===== config.mk =====
export PLATFORM = sky130hd
export DESIGN_NAME = img_stream_loader
export DESIGN_NICKNAME = d
export VERILOG_FILES = /design/src/rtl/atconv_pkg.sv /design/src/rtl/raster_addr_cnt.sv /design/src/rtl/img_stream_loader.sv
export SDC_FILE = /design/constraint.sdc
export NUM_CORES = 1
export LEC_CHECK = 0
export BUFFER_PORTS_ARGS = -buffer_cell sky130_fd_sc_hd__buf_2
export CAP_MARGIN = 15
export CORE_ASPECT_RATIO = 1.5
export CORE_MARGIN = 1.5
export CORE_UTILIZATION = 30
export CTS_CLUSTER_DIAMETER = 30
export DETAILED_ROUTE_END_ITERATION = 10
export PLACE_DENSITY_LB_ADDON = 0.08
export SLEW_MARGIN = 20
export SYNTH_ARGS = -nofsm -noshare
export SYNTH_HDL_FRONTEND = slang
export SYNTH_SLANG_ARGS = --single-unit

===== constraint.sdc =====
create_clock -name clk -period 3 [get_ports clk]
set_clock_uncertainty 0.2 [all_clocks]
set_input_delay 0.15 -clock clk [delete_from_list [all_inputs] [get_ports clk]]
set_output_delay 0.15 -clock clk [all_outputs]
set_load 0.005 [all_outputs]

===== src/rtl/atconv_pkg.sv =====
// rtl/atconv_pkg.sv - shared constants and types for the atrous-convolution image path
package atconv_pkg;

    localparam int IMG_W = 64;
    localparam int IMG_H = 64;
    localparam int DW    = 13;
    localparam int AW    = 12;

    // Signed fixed-point pixel, 4 fractional bits
    typedef logic signed [DW-1:0] pixel_t;

    typedef enum logic [1:0] {
        ST_IDLE,
        ST_LOAD,
        ST_HANDOFF,
        ST_WAIT_DONE
    } ld_state_e;

endpackage


===== src/rtl/raster_addr_cnt.sv =====
// rtl/raster_addr_cnt.sv - raster row/col counter with load-zero, increment and last-pixel flag
module raster_addr_cnt #(
    parameter int COL_W  = 6,
    parameter int ROW_W  = 6,
    parameter int N_ROWS = 64
) (
    input  logic                   clk,
    input  logic                   reset,
    input  logic                   clr_i,
    input  logic                   inc_i,
    output logic [ROW_W+COL_W-1:0] addr_o,
    output logic                   last_o
);

    localparam logic [ROW_W-1:0] LAST_ROW = ROW_W'(N_ROWS - 1);

    logic [COL_W-1:0] col_q, col_d;
    logic [ROW_W-1:0] row_q, row_d;
    logic             col_end;

    assign col_end = &col_q;

    // clr_i together with inc_i lands on pixel 1: pixel 0 is consumed in the same cycle
    always_comb begin
        col_d = col_q;
        row_d = row_q;
        if (clr_i) begin
            row_d    = '0;
            col_d    = '0;
            col_d[0] = inc_i;
        end else if (inc_i) begin
            col_d = col_q + 1'b1;
            if (col_end) begin
                row_d = row_q + 1'b1;
            end
        end
    end

    always_ff @(posedge clk) begin
        if (reset) begin
            col_q <= '0;
            row_q <= '0;
        end else begin
            col_q <= col_d;
            row_q <= row_d;
        end
    end

    assign addr_o = {row_q, col_q};
    assign last_o = col_end && (row_q == LAST_ROW);

endmodule


===== src/rtl/img_stream_loader.sv =====
// rtl/img_stream_loader.sv - loads a raster pixel stream into image memory and hands frames to the engine
module img_stream_loader #(
    parameter int IMG_W = atconv_pkg::IMG_W,
    parameter int IMG_H = atconv_pkg::IMG_H,
    parameter int DW    = atconv_pkg::DW,
    parameter int AW    = atconv_pkg::AW
) (
    input  logic          clk,
    input  logic          reset,
    input  logic          s_valid,
    output logic          s_ready,
    input  logic [DW-1:0] s_data,
    input  logic          s_sof,
    output logic          img_we,
    output logic [AW-1:0] img_addr,
    output logic [DW-1:0] img_wdata,
    output logic          ready,
    input  logic          busy,
    output logic          frame_err,
    output logic [7:0]    frame_cnt
);
    import atconv_pkg::*;

    localparam int CW = $clog2(IMG_W);
    localparam int RW = AW - CW;

    ld_state_e     state_q;
    logic          s_ready_q;
    logic          we_q;
    logic [AW-1:0] addr_q;
    logic [DW-1:0] wdata_q;
    logic          ready_q;
    logic          hold_q;
    logic          err_q;
    logic [7:0]    frame_cnt_q;

    logic          accept;
    logic          cnt_clr;
    logic          cnt_inc;
    logic          cnt_last;
    logic [AW-1:0] cnt_addr;

    assign accept = s_valid && s_ready_q;

    always_comb begin
        cnt_clr = 1'b0;
        cnt_inc = 1'b0;
        if (accept) begin
            case (state_q)
                ST_IDLE: begin
                    cnt_clr = s_sof;
                    cnt_inc = s_sof;
                end
                ST_LOAD: begin
                    if (s_sof) begin
                        cnt_clr = 1'b1;
                        cnt_inc = 1'b1;
                    end else if (cnt_last) begin
                        cnt_clr = 1'b1;
                    end else begin
                        cnt_inc = 1'b1;
                    end
                end
                default: ;
            endcase
        end
    end

    raster_addr_cnt #(
        .COL_W  (CW),
        .ROW_W  (RW),
        .N_ROWS (IMG_H)
    ) u_raster_addr_cnt (
        .clk    (clk),
        .reset  (reset),
        .clr_i  (cnt_clr),
        .inc_i  (cnt_inc),
        .addr_o (cnt_addr),
        .last_o (cnt_last)
    );

    always_ff @(posedge clk) begin
        if (reset) begin
            state_q     <= ST_IDLE;
            s_ready_q   <= 1'b0;
            we_q        <= 1'b0;
            addr_q      <= '0;
            wdata_q     <= '0;
            ready_q     <= 1'b0;
            hold_q      <= 1'b0;
            err_q       <= 1'b0;
            frame_cnt_q <= '0;
        end else begin
            we_q  <= 1'b0;
            err_q <= 1'b0;
            case (state_q)
                ST_IDLE: begin
                    s_ready_q <= 1'b1;
                    if (accept) begin
                        if (s_sof) begin
                            we_q    <= 1'b1;
                            addr_q  <= '0;
                            wdata_q <= s_data;
                            state_q <= ST_LOAD;
                        end else begin
                            err_q <= 1'b1;
                        end
                    end
                end
                ST_LOAD: begin
                    if (accept) begin
                        we_q    <= 1'b1;
                        wdata_q <= s_data;
                        if (s_sof) begin
                            err_q  <= 1'b1;
                            addr_q <= '0;
                        end else begin
                            addr_q <= cnt_addr;
                            if (cnt_last) begin
                                state_q   <= ST_HANDOFF;
                                s_ready_q <= 1'b0;
                                hold_q    <= 1'b0;
                            end
                        end
                    end
                end
                ST_HANDOFF: begin
                    // One spare cycle lets the last write land before the engine sees ready
                    if (!ready_q) begin
                        hold_q <= 1'b1;
                        if (hold_q) begin
                            ready_q <= 1'b1;
                        end
                    end else if (busy) begin
                        ready_q <= 1'b0;
                        state_q <= ST_WAIT_DONE;
                    end
                end
                ST_WAIT_DONE: begin
                    if (!busy) begin
                        frame_cnt_q <= frame_cnt_q + 8'd1;
                        state_q     <= ST_IDLE;
                        s_ready_q   <= 1'b1;
                    end
                end
                default: state_q <= ST_IDLE;
            endcase
        end
    end

    assign s_ready   = s_ready_q;
    assign img_we    = we_q;
    assign img_addr  = addr_q;
    assign img_wdata = wdata_q;
    assign ready     = ready_q;
    assign frame_err = err_q;
    assign frame_cnt = frame_cnt_q;

endmodule


==> summary.md <==
| Metric | Value |
|---|---|
| Fin crit period | between 2000 and 2500 ps |
| Period Utilization, post-route | 82.91% |
| Die Width | 73.65 um |
| # diodes | 0 |
| Syn Inst Count | 261 |
| Cell Pwr Density | 541.2 nW/um^2 |
| CP max-delay cell | or4_1 |
| Vias | 2107 |
| Synth Register Bits | 52 |
| Final hold vios | 0 |
| Mapped cell area | between 2000 and 2500 sq um |
| CTS resizes | 0 |
| Number of buffers and inverters on the critical path | 1 |
| Port bufs | 54 |
| Most common cell on crit path | or4_1 |
| Total Negative Setup Slacks | 0 ps |
| Met2 wire len | 3077 um |
| Layout fillers | 784 |
| Syn Area/Cell | 8.605 sq um |
| Worst endpoint required time | a little over 3000 ps |
| Seq/Total Area, Yosys | 46.35% |
| Hold Startpoint | s_valid |
| Reg-to-Reg End | u_raster_addr_cnt.row_q[4]$_SDFFE_PP0P_ |
| Vias in the first global route | about 2000 |
| Yosys top cell area share | 46.35% |
| Hold depth | 3 |
| Drt pass-1 iters | 4 |
| FF-to-FF setup slack | 510 ps |
| CTS Root Cell | clkbuf_8 |
| Core Area | 7227 sq um |
| YS warnings | 0 |
| Hold endpoint | frame_err$_SDFF_PP0_ |
| GPL Wtd Cong | 0.8012 |
| Status | finished, final reports clean |
| Worst-case reg-to-reg path depth | 6 |
| Die area | 8025 sq um |
| WL final | ~5900 um |
| Total CTS buffers | 5 |
| Leak | about 0.0011 uW |
| CP Launch Type | register |
| Largest cells by area after synthesis | dfxtp_1 (46%), a21oi_1 (6.5%), nand2_1 (5.5%) |
| Maxcap violations | 0 |
| GR Util All Layers | 15.32% |
| Detailed placement HPWL | 4105 um |
| # rows | 38 |
| Routed len/inst | 13.70 um |
| Worst hold slack | approximately 17 ps |
| Peak supply drop | 336.7 uV |
| Fmax | ~400 MHz |
| Sink Count | 52 |
| Crit. Startpoint | state_q[0]$_SDFFE_PP0P_ |
| Synth unique cells | 41 |
| Chip height | 109.0 um |
| Share of layout cells above drive strength 1 | 23.48% |
| Ys async rst share | 0% |
| Met1 WL | 2437 um |
| Setup Buffers After CTS | 0 |
| Critical path's top delay family | simple AND/OR/NAND/NOR gates |
| First-pass GRT wire length | 9432 um |
| Critical Path Max Stage Delay | a little under 700 ps |
| Largest net degree at the start of global routing | between 40 and 50 |
| RSZ-0062 raised after global routing | no |
| CTS tree | yes |
| NetSw | 489.6 uW |
| Clk network pwr share | 27.1% |
| Top routing layer used | met4 |
| RR Startpoint | state_q[0]$_SDFFE_PP0P_ |
| Number of routed nets with antenna violations | 0 |
| Slew @ Worst Pin | 735.5 ps |
| Multi-input logic area | roughly 1100 sq um |
| Crit path kind | reg -> reg |
| Tot Pwr | 1538 uW |
| Clk buf depth | 2 |
| FF+latch area | 1041 sq um |
| Net Sw Frac | approximately a third |
| Vias per inst | 4.923 |
| Cell Int Power | 1048 uW |
| H-tree depth | 2 |
| Initial Util | roughly 31% |
| Number of synthesized flops with an enable pin | 0 |
| Ports | 55 |
| Final setup viols | 0 |
| Slew headroom | 50.86% |
| Initial antenna violation count | 0 |
| Post-Syn Nets | 287 |
| Critical path cell sequence | inv_1 > ha_1 > a21oi_2 > or4_1 > or4_1 > a21oi_1 |
| GRT overflow | 0 |
| Type of the worst min-delay path | in -> reg |
| Clock-pin transition on the worst setup and hold timing paths | 100 ps |
| Biggest area consumer among synthesized cells | dfxtp_1 |
| Met3 WL post-DR | 241 um |
| Main synth FF type | dfxtp_1 |
| Sequential Power Share | 50.0% |
| Crit Path Max Fanout | 10 |
| Area Overhead vs Synth | 26.52% |
| Logic pwr share | 22.9% |
| Worst EP arrival | 2540 ps |
| Skew-Pair Late Insertion Delay | 310 ps |
| # DRC | 0 |
| Initial DRC count | between 70 and 80 |
| Critical Path End Type | register |
| Setup WS post-layout | approximately 500 ps |
| Nets | ~350 |
| Slew Limit Fails | 0 |
| Worst slack at placement | 532.9 ps |
## worst max path at each step
stage,cells after the start,endpoint,slack [ps]
6_report,6,u_raster_addr_cnt.row_q[4]$_SDFFE_PP0P_,510
5_1_grt,6,u_raster_addr_cnt.row_q[4]$_SDFFE_PP0P_,380
4_1_cts,6,u_raster_addr_cnt.row_q[4]$_SDFFE_PP0P_,510
3_5_place_dp,6,u_raster_addr_cnt.row_q[3]$_SDFFE_PP0P_,530
3_3_place_gp,6,u_raster_addr_cnt.row_q[3]$_SDFFE_PP0P_,600
2_1_floorplan,7,u_raster_addr_cnt.row_q[3]$_SDFFE_PP0P_,750
## worst register-to-register path: stages, from the launching register on
cell and delay [ps]:
dfxtp_1 360, inv_1 120, ha_1 270, a21oi_2 110, or4_1 680, or4_1 550
a21oi_1 140
## stage by stage
step	instances	utilization, %	instance area (sq um)
2_1_floorplan	261	-	2246
3_3_place_gp	407	36.27	2621
3_5_place_dp	407	36.27	2621
4_1_cts	428	39.32	2841
5_1_grt	428	39.32	2841
6_report	428	39.32	2841
## cell usage after synthesis, drive strengths merged, types with 2 or more instances
library cell / n
and3: 4
a22oi: 12
or4: 6
or3: 4
and4: 2
nor3: 5
ha: 8
inv: 7
nand2: 34
a21oi: 30
nand3: 7
nor2: 27
mux2i: 2
nand3b: 3
xor2: 6
clkbuf: 14
a211oi: 2
buf: 2
a31oi: 3
o31ai: 7
nor4: 2
o21ai: 5
nand4: 6
dfxtp: 52
## cell type report
cell class | instances | area share (%)
Tap cell | 100 | 4.403
Clock buffer | 5 | 2.422
Multi-Input combinational cell | 186 | 38.66
Inverter | 7 | 0.9247
Sequential cell | 52 | 36.64
Timing Repair Buffer | 75 | 16.20
Clock inverter | 3 | 0.7486
## power by group through the flow
stage,sequential (uW),combinational [uW],clock [uW]
after floorplan,783,228,0
after global placement,782,340,0
after detailed placement,783,343,0
after CTS,768,357,441
after global routing,773,396,464
final,768,352,417
## what timing repair did
item,in CTS,in global routing
hold buffers,13,0
endpoints found under the hold margin,13,0
setup endpoints to repair,0,0
## layout by cell type (no fill, tap or decap), drive strengths merged, types with 3 or more instances in the layout
master        n
a31oi         3
xor2          6
o31ai         7
o21ai         5
nand4         6
clkbuf        5
dfxtp        52
nand2        34
nand3b        3
nand3         7
dlygate4sd3  13
nor2         27
inv           8
a21oi        30
or3           4
buf          62
or4           6
a22oi        12
and3          4
ha            8
nor3          5
## cells by family (layout without fill, tap and decap cells)
family / after synthesis / in the layout / share of synthesized area [%]
AOI/OAI and AO/OA: 65 / 65 / 18.38
xor gates and xnor gates: 7 / 7 / 2.730
adders and majority gates: 8 / 8 / 4.457
buffers and inverters: 23 / 90 / 4.735
DFF: 52 / 52 / 46.35
muxes: 2 / 2 / 0.8914
and+or+nand+nor: 104 / 104 / 22.45
## per-layer routing
metal	track usage [%]	vias to the layer above
met5	0	-
li1	-	1058
met2	28.31	49
met3	4.067	9
met1	16.27	991
met4	5.423	0
## registers in the layout, indices dropped and copies added (netlist names)
name	flops
img_we	1
frame_err	1
frame_cnt	8
s_ready	1
u_raster_addr_cnt.col_q	6
state_q	2
u_raster_addr_cnt.row_q	6
hold_q	1
img_addr	12
img_wdata	13
ready	1
Note: power is estimated with default switching activity, not from simulation.
